$ cat config.mk
export PLATFORM = sky130hd
export DESIGN_NAME = boot_rom_reader
export DESIGN_NICKNAME = d
export VERILOG_FILES = /design/src/rtl/soc_pkg.sv /design/src/rtl/boot_rom_reader.sv
export SDC_FILE = /design/constraint.sdc
export NUM_CORES = 1
export LEC_CHECK = 0
export ABC_AREA = 1
export CORE_MARGIN = 4
export CORE_UTILIZATION = 37
export DETAILED_ROUTE_END_ITERATION = 8
export PLACE_DENSITY = 0.85
export SETUP_SLACK_MARGIN = 0.02
export SLEW_MARGIN = 0
export SYNTH_ARGS = -nofsm -noshare
export SYNTH_HDL_FRONTEND = slang
export SYNTH_SLANG_ARGS = --single-unit
$ cat constraint.sdc
create_clock -name clk -period 1.6 [get_ports clk]
set_input_delay 0.24 -clock clk [delete_from_list [all_inputs] [get_ports clk]]
set_output_delay 0.24 -clock clk [all_outputs]
set_load 0.005 [all_outputs]
$ cat src/rtl/soc_pkg.sv
// Shared memory-map constants and request/response types for the SoC memory responders.
package soc_pkg;

    localparam logic [31:0] BOOT_ROM_BASE  = 32'h0000_0000;
    localparam int unsigned BOOT_ROM_WORDS = 1024;

    typedef struct packed {
        logic [31:0] addr;
        logic        we;
    } rom_req_t;

    typedef struct packed {
        logic [31:0] data;
        logic        err;
    } rom_rsp_t;

    // The range check uses the full 32-bit offset so that addresses past the
    // ROM cannot alias back onto it once truncated to the word address.
    function automatic logic rom_req_err(input rom_req_t    req,
                                         input logic [31:0] base,
                                         input int unsigned depth);
        logic [31:0] off;
        off = req.addr - base;
        return req.we
            || (req.addr[1:0] != 2'b00)
            || (req.addr < base)
            || ((off >> 2) >= depth);
    endfunction

endpackage

$ cat src/rtl/boot_rom_reader.sv
// Valid/ready read responder for the single-port boot pROM: request decode, S1 ROM
// access stage and an output response register, with full backpressure.
module boot_rom_reader
    import soc_pkg::*;
#(
    parameter logic [31:0] BASE_ADDR   = BOOT_ROM_BASE,
    parameter int unsigned ADDR_W      = 10,
    parameter int unsigned DEPTH_WORDS = BOOT_ROM_WORDS
) (
    input  logic              clk,
    input  logic              rst_n,
    input  logic              req_valid,
    output logic              req_ready,
    input  logic [31:0]       req_addr,
    input  logic              req_we,
    output logic              rsp_valid,
    input  logic              rsp_ready,
    output logic [31:0]       rsp_data,
    output logic              rsp_err,
    output logic [ADDR_W-1:0] rom_ad,
    output logic              rom_ce,
    output logic              rom_oce,
    output logic              rom_reset,
    input  logic [31:0]       rom_dout
);

    rom_req_t    req;
    rom_rsp_t    out_q;
    logic [31:0] off;
    logic        err;
    logic        out_free;
    logic        s1_adv;
    logic        fire;
    logic        s1_valid;
    logic        s1_err;

    always_comb begin
        req      = '{addr: req_addr, we: req_we};
        off      = req_addr - BASE_ADDR;
        err      = rom_req_err(req, BASE_ADDR, DEPTH_WORDS);
        out_free = !rsp_valid || rsp_ready;
        s1_adv   = s1_valid && out_free;
        req_ready = !s1_valid || s1_adv;
        fire     = req_valid && req_ready;
    end

    // ROM pins are forced idle while in reset so no access is launched then.
    assign rom_ce    = rst_n && fire && !err;
    assign rom_oce   = rom_ce;
    assign rom_ad    = rst_n ? ADDR_W'(off >> 2) : '0;
    assign rom_reset = !rst_n;

    always_ff @(posedge clk or negedge rst_n) begin
        if (!rst_n) begin
            s1_valid <= 1'b0;
            s1_err   <= 1'b0;
        end else if (fire) begin
            s1_valid <= 1'b1;
            s1_err   <= err;
        end else if (s1_adv) begin
            s1_valid <= 1'b0;
        end
    end

    // A new ROM read only launches when S1 drains on the same edge, so rom_dout
    // still holds S1's word whenever S1 is stalled.
    always_ff @(posedge clk or negedge rst_n) begin
        if (!rst_n) begin
            rsp_valid <= 1'b0;
            out_q     <= '0;
        end else if (s1_adv) begin
            rsp_valid  <= 1'b1;
            out_q.err  <= s1_err;
            out_q.data <= s1_err ? '0 : rom_dout;
        end else if (rsp_ready) begin
            rsp_valid <= 1'b0;
        end
    end

    assign rsp_data = out_q.data;
    assign rsp_err  = out_q.err;

endmodule

==> Yosys cells after proc, flatten, opt, wreduce, memory -nomap -nowiden <==
Cells that the tools add are included.
{ "word_totals": {"register_bits": 36, "inputBits": 69, "out_inout_bits": 48, "elab_cells": 29} }
{ "classes": {"n_lt_le_gt_ge": 2, "n_reduce_logical": 16, "n_mux": 6} }
{ "ops": {"columns": ["cell", "count"], "rows": [
  ["< comparator 32 x 1 -> 1 bit (second input constant)", 1],
  ["2-to-1 mux 32 bit", 1],
  ["greater-or-equal comparator 30 x 11 -> 1 bit (second input constant)", 1],
  ["2-to-1 mux 10 bit", 1],
  ["nonzero test 2 bit", 3],
  ["logical OR 1 bit", 5],
  ["logical AND 1 bit", 4],
  ["zero test 1 bit", 4],
  ["2-to-1 mux 1 bit", 4]
]} }

==> Logic depth before layout (Yosys ltp) <==
Gate-level depths: netlist of run 1.
{ "logic_depth": {"depth_word": 7, "ltp_mapped": 8, "mapped_depth_nobuf": 7} }

==> Worst setup path before layout of run 1 <==
Ideal clock, no wire load.
{ "synth_timing": {"kind": "flip-flop to output port", "start": "register s1_valid", "end": "output port rom_oce", "setup_slack_ps": 327, "t_required_ps": 1360, "arrival_time_ps": 1033, "path_stages_with_launch": 7, "n_path_buf": 1, "path_cell_list": "dfrtp_1 > nand3_1 > nand2_1 > nor2_1 > nand2_1 > nor2_1 > buf_4"} }
{ "synth_between": {"elab_chain_cells": 5} }
{ "synth_lines": {"columns": ["element", "line", "rtl"], "rows": [
  ["start, declared", "boot_rom_reader.sv:34", "logic s1_valid;"],
  ["start signal, assigned", "boot_rom_reader.sv:55", "s1_valid <= 1'b0;"],
  ["start signal, assigned", "boot_rom_reader.sv:58", "s1_valid <= 1'b1;"],
  ["start signal, assigned", "boot_rom_reader.sv:61", "s1_valid <= 1'b0;"],
  ["zero test 1 bit / logical AND 1 bit (equally long branches)", "boot_rom_reader.sv:43, boot_rom_reader.sv:42", null],
  ["logical OR 1 bit (*)", "boot_rom_reader.sv:43", "req_ready = !s1_valid || s1_adv;"],
  ["named net req_ready", "boot_rom_reader.sv:13", "output logic req_ready,"],
  ["logical AND 1 bit (*)", "boot_rom_reader.sv:44", "fire = req_valid && req_ready;"],
  ["logical AND 1 bit (*) (2 in series)", "boot_rom_reader.sv:48", "assign rom_ce = rst_n && fire && !err;"],
  ["end, declared", "boot_rom_reader.sv:22", "output logic rom_oce,"]
]} }
The timed path passes the listed nets; every way through them passes the cells marked *.

==> Final worst setup path of run 1 <==
{ "layout_timing": {"start": "input port req_addr[4]", "end": "output port rom_ad[2]"} }
{ "layout_between": {"elab_chain_cells": 1} }
{ "layout_lines": {"columns": ["element", "line", "rtl"], "rows": [
  ["start, declared", "boot_rom_reader.sv:14", "input logic [31:0] req_addr,"],
  ["2-to-1 mux 10 bit", "boot_rom_reader.sv:50", "assign rom_ad = rst_n ? ADDR_W'(off >> 2) : '0;"],
  ["end, declared", "boot_rom_reader.sv:20", "output logic [ADDR_W-1:0] rom_ad,"]
]} }
Every way passes these cells.

==> results of run 1 <==
==> per-stage QoR <==
step | setup TNS [ns] | hold WS, ns | instance area (um2) | setup slack [ns]
2_1_floorplan | 0 | -0.0556 | 1630 | 0.327
3_3_place_gp | -0.784 | 0.471 | 2920 | -0.346
3_5_place_dp | -0.914 | 0.486 | 2920 | -0.418
4_1_cts | 0 | 0.176 | 3020 | 0.0214
5_1_grt | 0 | 0.233 | 3110 | 0.00167
6_report | 0 | 0.171 | 3110 | 0.0596
==> flip-flops by register name (all words and copies together) (netlist names) <==
name       flops
rsp_err        1
s1_valid       1
s1_err         1
rsp_data      32
rsp_valid      1
==> path summary, 6_finish.rpt <==
check / cells past startpoint / to / slack [ns]
worst max register to register: 5 / rsp_data[26] / 0.34
worst min register to register: 1 / rsp_data[6] / 0.51
worst max-delay path: 4 / rom_ad[2] / 0.06
worst min-delay path: 2 / rsp_data[24] / 0.17
min in group clk: 7 / s1_err / 0.41
max in group asynchronous: 2 / rsp_data[0] / 1.12
==> cells in the final DEF (no fill, tap or decap) <==
cell type,instances
a21oi_1,2
a22o_1,29
a22o_2,3
buf_12,4
buf_2,3
buf_4,13
bufinv_16,1
clkbuf_1,1
clkbuf_8,5
clkdlybuf4s50_1,84
clkinv_2,1
dfrtp_1,36
dlygate4sd2_1,5
dlymetal6s2s_1,24
inv_1,31
nand2_1,29
nand2_2,1
nand2_4,1
nand3_1,1
nand3_2,1
nor2_1,16
nor2_2,4
nor2_8,1
==> power by group <==
| part | internal (uW) | total (uW) | switching (uW) | leakage (uW) |
|---|---|---|---|---|
| combinational | 223 | 356 | 133 | 0.00120 |
| clock | 462 | 766 | 304 | 0.0000552 |
| sequential | 915 | 920 | 4.73 | 0.000487 |
==> per-layer routing <==
layer / vias up / routed length (um)
met5: - / 0
met4: 0 / 59
met3: 6 / 468
met2: 80 / 2380
met1: 756 / 1960
li1: 788 / -
==> cell type report <==
class                   instances  area [um2]
clock buffers                   6        72.6
clock inverters                 2        35.0
fillers                       298        1010
inverters                      31         116
multi-input cells              88         541
flip-flops and latches         36         901
well taps                      50        62.6
repair buffers                133        1380
==> logic make-up after synthesis <==
family                 after synthesis  synth area share, %
AOI/OAI and AO/OA                   34                 18.0
buffers and inverters               39                 12.4
DFF                                 36                 55.3
and+or+nand+nor                     54                 14.2
==> what timing repair did <==
action,4_1_cts,5_1_grt
endpoints found under the hold margin,0,0
endpoints found under the setup margin,3,8
setup buffers,1,2
pin swaps,5,19
gates resized for setup,16,26
==> impl_results.md, run 1 <==
- Clock Tree Buf Depth: 2
- Setup CP Type: input pin to primary output
- Avg WL per Cell: 14.1 um
- Max frequency: 649 MHz
- # DRC: 0
- Starting DRT DRC Count: 22
- CTS HTree Levels: 2
- Worst path arrival time: 1.30 ns
- Seq cells post-synth: 36
- Synth warn: 0
- Die area: 5530 um2
- Clock-pin slew on the worst setup and hold paths: 0.07 ns
- Endpoints failing setup: 0
- Final Net Count: 364
- Worst Path Max Fanout: 1
- Critical path buffers and inverters: 3
- Crit path launch type: input pin
- Grt ovf: 0
- Top post-synthesis cells by area: dfrtp_1 (55%), a22o_1 (16%), inv_1 (7.1%)
- Async S/R FF share, synth: 100%
- CTS Hold Buffers Added: 0
- GRT Max-Usage Layer: met2
- CTS buffer count: 5
- Vias per inst: 4.71
- Synth Net Count: 232
- Met2 usage: 32.1%
- CP startpoint: req_addr[4]
- Most common cell type on the critical path: clkdlybuf4s50_1
- Hold Path Class: input pin to asynchronous set/reset pin
- Rel. slew slack: 70.6%
- CTS tree: yes
- Final Power: 2040 uW
- DP Wirelength: 3.63 mm
- Placed Cells incl. Taps: 335
- Fin. Hold Viols: 0
- Status: finished, final reports clean
- Port bufs: 116
- M1 GR Usage: 20.4%
- Rows: 23
- Routability Congestion: 0.730
- Global-route track usage on met3: 6.76%
- Sink Count: 36
- Post-synth EDFFs: 0
- Reg-to-reg startpoint: rsp_valid
- IO Count: 117
- CP max stage cell: clkdlybuf4s50_1
- Via count: 1630
- Kind of cell adding the most delay to the critical path: buffers and inverters
- Core Util, Final: 75.5%
- Antenna Nets Post-Route: 0
- Mapped cell area: 1630 um2
- First-pass GRT wire length: 7.69 mm
- Vias in the first global route: 1778
- Drt pass-1 iters: 4
- Synth unique cells: 15
- Diodes inserted: 0
- RSZ-0062 raised after global routing: true
- Die height: 74.4 um
- Initial antenna violation count: 0
- Die Span X: 74.4 um
- Core ar.: 4120 um2
- Starting density of the core: 39.6%
- Post-synth top cells: dfrtp_1 (36), inv_1 (31), a22o_1 (29), nand2_1 (29), nor2_1 (20)
- Dominant synthesized flop cell: dfrtp_1
- Clk_skew: 0.00444 ns
- Count leader, synth: dfrtp_1
- Biggest cell delay along the critical path: 0.49 ns
- Mean Syn Cell Area: 9.99 um2
- Critical path endpoint category: primary output
- Clock Latency Late Sink: 0.28 ns
- Max Transition Viols Final: 0
- WP data required: 1.36 ns
- Max-cap violations: 0
- Worst vdd ir: 0.367 mV
- Final Cycle Share: 96.3%
- Sequential-to-total area share from yosys stat: 55.3%
- Crit path time final: 1.54 ns
- Cell Chain, Critical Path: clkdlybuf4s50_1 -> nand2_1 -> inv_1 -> clkdlybuf4s50_1
- Power density cells: 658 nW/um2
- Leading area contributor after synthesis: dfrtp_1
- Area grow syn2layout: 90.6%
- Gate Count Post-Synth: 163
- Final wirelength: 4.86 mm
- Layout cells sized above 1: 12.8%
- Worst slew pin tran: 0.441 ns
- Tot GR Track Use: 18.3%
- Leak: 0.00174 uW
- Fin cells: 346
- Synth top area share: 55.3%
- Root Driver: clkbuf_8
- Largest net degree at the start of global routing: 37
No activity file was read; power rests on OpenSTA's default activity.
==> run 2: changes to the inputs <==
--- a/config.mk
+++ b/config.mk
@@ -10,7 +10,7 @@
 export CORE_UTILIZATION = 37
 export DETAILED_ROUTE_END_ITERATION = 8
 export PLACE_DENSITY = 0.85
-export SETUP_SLACK_MARGIN = 0.02
+export SETUP_SLACK_MARGIN = 0.2
 export SLEW_MARGIN = 0
 export SYNTH_ARGS = -nofsm -noshare
 export SYNTH_HDL_FRONTEND = slang
==> run 2 against run 1 <==
  * Critical path depth up 2
  * Critical endpoint is now rom_ce
  * Design area up 0.85%
  * Routed wire length up 4.1%
  * Register-to-register slack worse by 0.13 ns
  * Non-clock buffer count up 12
  * Sequential cell count unchanged
  * Count of clock-buffer cells in the layout unchanged
==> impl_results.md, run 2 (synthesis results as in run 1) <==
- Fin. Hold Viols: 0
- Tot GR Track Use: 19.1%
- CTS HTree Levels: 2
- Worst slew pin tran: 0.448 ns
- WP data required: 1.36 ns
- Antenna Nets Post-Route: 0
- FF-to-FF End: rsp_data[28]
- Rows: 23
- Reg-to-reg startpoint: rsp_valid
- Routability Congestion: 0.730
- Diodes inserted: 0
- Leading cell type in the layout, fill and taps excluded: dlygate4sd2_1
- Worst path arrival time: 1.23 ns
- Worst vdd ir: 0.358 mV
- Starting density of the core: 39.6%
- Status: finished, final reports clean
- Initial antenna violation count: 0
- Sum of negative setup slack: 0 ns
- Max reg flops: 32
- R2R depth: 6
- Sink Count: 36
- Vias in the first global route: 1832
- Power share of the clock group: 37.6%
- IO Count: 117
- CTS tree: yes
- Avg WL per Cell: 14.1 um
- Starting DRT DRC Count: 47
- First-pass GRT wire length: 7.99 mm
- Endpoints failing setup: 0
- Switching share of power: 21.9%
- DP Area: 2920 um2
- Area grow syn2layout: 92.2%
- Root Driver: clkbuf_8
- Die height: 74.4 um
- Logic gate share of total power: 17.2%
- Largest net degree at the start of global routing: 37
- Final Cycle Share: 92.0%
- R2R setup slack: 0.21 ns
- Leak: 0.00201 uW
- Clock-pin slew on the worst setup and hold paths: 0.07 ns
- Hold Path Class: input pin to asynchronous set/reset pin
- Flop pwr share: 45.2%
- Post-route setup slack: 0.128 ns
- Max-cap violations: 0
- # DRC: 0
- Core ar.: 4120 um2
- Power density cells: 650 nW/um2
- Setup CP Type: flop to primary output
- Clock Latency Late Sink: 0.28 ns
- Max frequency: 679 MHz
- Clock Tree Buf Depth: 2
- Die area: 5530 um2
- RSZ-0062 raised after global routing: true
- Core Util, Final: 76.1%
- Final instance area: 3130 um2
- Grt ovf: 0
- Crit path launch type: flop
- Net Sw Power: 446 uW
- Port bufs: 116
- Drt pass-1 iters: 3
- Layout cells sized above 1: 16.6%
- Via count: 1662
- Crit path time final: 1.47 ns
- Rel. slew slack: 70.2%
- CTS Hold Buffers Added: 0
- Cell Int Power: 1590 uW
- Worst Path Max Fanout: 2
- DP Wirelength: 3.63 mm
- CTS buffer count: 5
- Final wirelength: 5.06 mm
- Clk_skew: 0.00453 ns
- Max Transition Viols Final: 0
- Most frequent cells in the layout: dlygate4sd2_1 (46), clkdlybuf4s50_1 (45), dfrtp_1 (36)
- Pre-CTS WS: -0.418 ns
- Critical path endpoint category: primary output
- Final Net Count: 376
- Die Span X: 74.4 um
- Vias per inst: 4.64
run 2: layout make-up:
cell class	count	area [um2]
timing repair buffer	145	1400
multi-input combinational	88	543
inverter	31	116
tap	50	62.6
sequential	36	901
clock buffer	6	72.6
clock inverter	2	35.0
fill	309	983
run 2: routing by layer:
metal,GRT usage [%],vias up,part of all wire (%)
met5,0,-,0
met4,7.91,0,2.0
met3,6.49,10,10
met2,32.9,82,49
met1,21.7,759,39
li1,-,811,-
run 2: metrics by stage:
stage | hold slack [ns] | instances | total power, uW
after floorplan | -0.0556 | 163 | 1030
after global placement | 0.471 | 335 | 1300
after detailed placement | 0.486 | 335 | 1300
after CTS | 0.176 | 352 | 2050
after global routing | 0.225 | 358 | 2140
final | 0.167 | 358 | 2040
run 2: power by group through the flow:
stage,Clock [uW],Combinational (uW),Sequential (uW)
6_report,766,350,920
2_1_floorplan,0,93.2,939
5_1_grt,832,387,920
3_3_place_gp,0,362,936
3_5_place_dp,0,368,936
4_1_cts,789,343,920
run 2: what timing repair did:
action / CTS / global route
setup buffers: 9 / 6
gates resized for setup: 62 / 24
pin swaps: 20 / 8
endpoints found under the setup margin: 28 / 22
run 2: worst max-delay path by stage:
stage | startpoint | end | slack [ns] | cells past startpoint
after floorplan | s1_valid | rom_oce | 0.33 | 6
after detailed placement | req_addr[16] | rom_ce | -0.42 | 9
after global placement | req_valid | rom_oce | -0.35 | 8
after global routing | req_addr[27] | rom_ce | 0.05 | 9
final | s1_valid | rom_ce | 0.13 | 6
after CTS | s1_valid | rom_ce | 0.11 | 6
run 2: critical path, stage by stage, from the launching register on:
cell and delay, ns:
dfrtp_1 0.40, nand3_2 0.10, nand2_2 0.07, nor2_2 0.09, nand2_1 0.08, nor2_2 0.10, buf_2 0.12
==> run 3: changes to the inputs <==
--- a/config.mk
+++ b/config.mk
@@ -6,10 +6,11 @@
 export NUM_CORES = 1
 export LEC_CHECK = 0
 export ABC_AREA = 1
+export CAP_MARGIN = 20
 export CORE_MARGIN = 4
 export CORE_UTILIZATION = 37
 export DETAILED_ROUTE_END_ITERATION = 8
-export PLACE_DENSITY = 0.85
+export PLACE_DENSITY = 0.89
 export SETUP_SLACK_MARGIN = 0.2
 export SLEW_MARGIN = 0
 export SYNTH_ARGS = -nofsm -noshare
==> run 3 against run 2 <==
  * Sequential power about the same
  * Design area increased by 2.2%
  * Die area unchanged
  * Count of clock-buffer cells in the layout decreased by 1
  * Clock skew increased by 0.0033 ns
  * Register-to-register slack improved by 0.13 ns
  * Clock power decreased by 18%
  * Routed wire length increased by 7.9%
  * Critical path type unchanged
==> impl_results.md, run 3 (synthesis results as in run 1) <==
- Status: finished, final reports clean
- Root Driver: clkbuf_8
- Die area: 5530 um2
- Via count: 1735
- CTS buffer count: 5
- Clock-pin slew on the worst setup and hold paths: 0.08 ns
- Tot GR Track Use: 19.3%
- Power density cells: 594 nW/um2
- Clock Latency Late Sink: 0.28 ns
- Grt ovf: 0
- Antenna Nets Post-Route: 0
- Worst slew pin tran: 0.443 ns
- DP Wirelength: 3.88 mm
- CTS tree: yes
- Rel. slew slack: 70.5%
- Most frequent cells in the layout: clkdlybuf4s50_1 (46), dlygate4sd2_1 (45), dfrtp_1 (36)
- Most common cell type on the critical path: nor2_2
- Routability Congestion: 0.730
- CP max stage cell: dfrtp_1
- Critical path endpoint category: primary output
- Worst Path Max Fanout: 2
- Leading cell type in the layout, fill and taps excluded: clkdlybuf4s50_1
- Worst hold slack: 0.174 ns
- Core Util, Final: 77.7%
- Sum of negative setup slack: 0 ns
- Cell Chain, Critical Path: nand3_2 -> nand2_2 -> nor2_2 -> nand2_1 -> nor2_2 -> buf_2
- Max-cap violations: 0
- WP data required: 1.36 ns
- Initial antenna violation count: 0
- First-pass GRT wire length: 8.00 mm
- # DRC: 0
- Clk_skew: 0.00786 ns
- Placed Cells incl. Taps: 337
- Hold Path Class: input pin to asynchronous set/reset pin
- Kind of cell adding the most delay to the critical path: flip-flops
- Crit path time final: 1.43 ns
- Crit path launch type: flop
- Critical path buffers and inverters: 1
- Starting density of the core: 39.6%
- Starting DRT DRC Count: 29
- Endpoints failing setup: 0
- Vias per inst: 4.71
- Final Net Count: 385
- Die Span X: 74.4 um
- Avg WL per Cell: 14.8 um
- Biggest cell delay along the critical path: 0.40 ns
- Vias in the first global route: 1786
- Worst vdd ir: 0.337 mV
- Final Power: 1900 uW
- Final wirelength: 5.46 mm
- RSZ-0062 raised after global routing: true
- CTS Hold Buffers Added: 0
- Max Transition Viols Final: 0
- Worst path arrival time: 1.19 ns
- Largest net degree at the start of global routing: 37
- Setup CP Type: flop to primary output
- Sink Count: 36
- Drt pass-1 iters: 4
- Core ar.: 4120 um2
- Die height: 74.4 um
- Fin. Hold Viols: 0
- Max frequency: 697 MHz
- Clock Tree Buf Depth: 2
- Area grow syn2layout: 96.4%
- Max reg flops: 32
- Port bufs: 116
- IO Count: 117
- Fin cells: 368
- Layout cells sized above 1: 20.5%
- Leak: 0.00208 uW
- CTS HTree Levels: 2
- Rows: 23
- Final Cycle Share: 89.7%
## run 3: final cells by class
cell class	instances	area, um2
Clock buffer	5	68.8
Sequential cell	36	901
Timing Repair Buffer	154	1470
Tap cell	50	62.6
Antenna cell	1	2.50
Multi-Input combinational cell	88	556
Fill cell	303	916
Clock inverter	3	18.8
Inverter	31	116
## run 3: layer usage
| metal | track usage, % | vias to the layer above | routed length, um |
|---|---|---|---|
| met5 | 0 | - | 0 |
| met4 | 5.93 | 0 | 63 |
| met3 | 7.16 | 7 | 472 |
| met2 | 34.0 | 87 | 2880 |
| li1 | - | 829 | - |
| met1 | 21.7 | 812 | 2040 |
## run 3: metrics by stage
stage               instance area (um2)  setup slack [ns]
finish                             3200             0.165
floorplan                          1630             0.327
global placement                   2920            -0.358
detailed placement                 2920            -0.406
CTS                                3040             0.136
global route                       3200            0.0879
## run 3: final timing paths
check | startpoint | endpoint | slack (ns) | cells after the start
min in group clk | req_valid | s1_valid | 0.45 | 4
hold / removal | rst_n | rsp_data[21] | 0.17 | 2
setup / recovery | s1_valid | rom_ce | 0.17 | 6
max in group asynchronous | rst_n | s1_err | 1.11 | 2
hold reg to reg | rsp_data[6] | rsp_data[6] | 0.50 | 1
setup reg to reg | rsp_valid | rsp_data[26] | 0.34 | 5
## run 3: power by group
group          switching, uW  total (uW)  internal (uW)
logic                    141         354            213
clock network            323         626            303
registers               4.78         920            915
## run 3: what timing repair did
action / in CTS / in global routing
pin swaps: 21 / 8
resized for setup: 61 / 30
setup endpoints to repair: 26 / 26
buffers inserted: 12 / 10
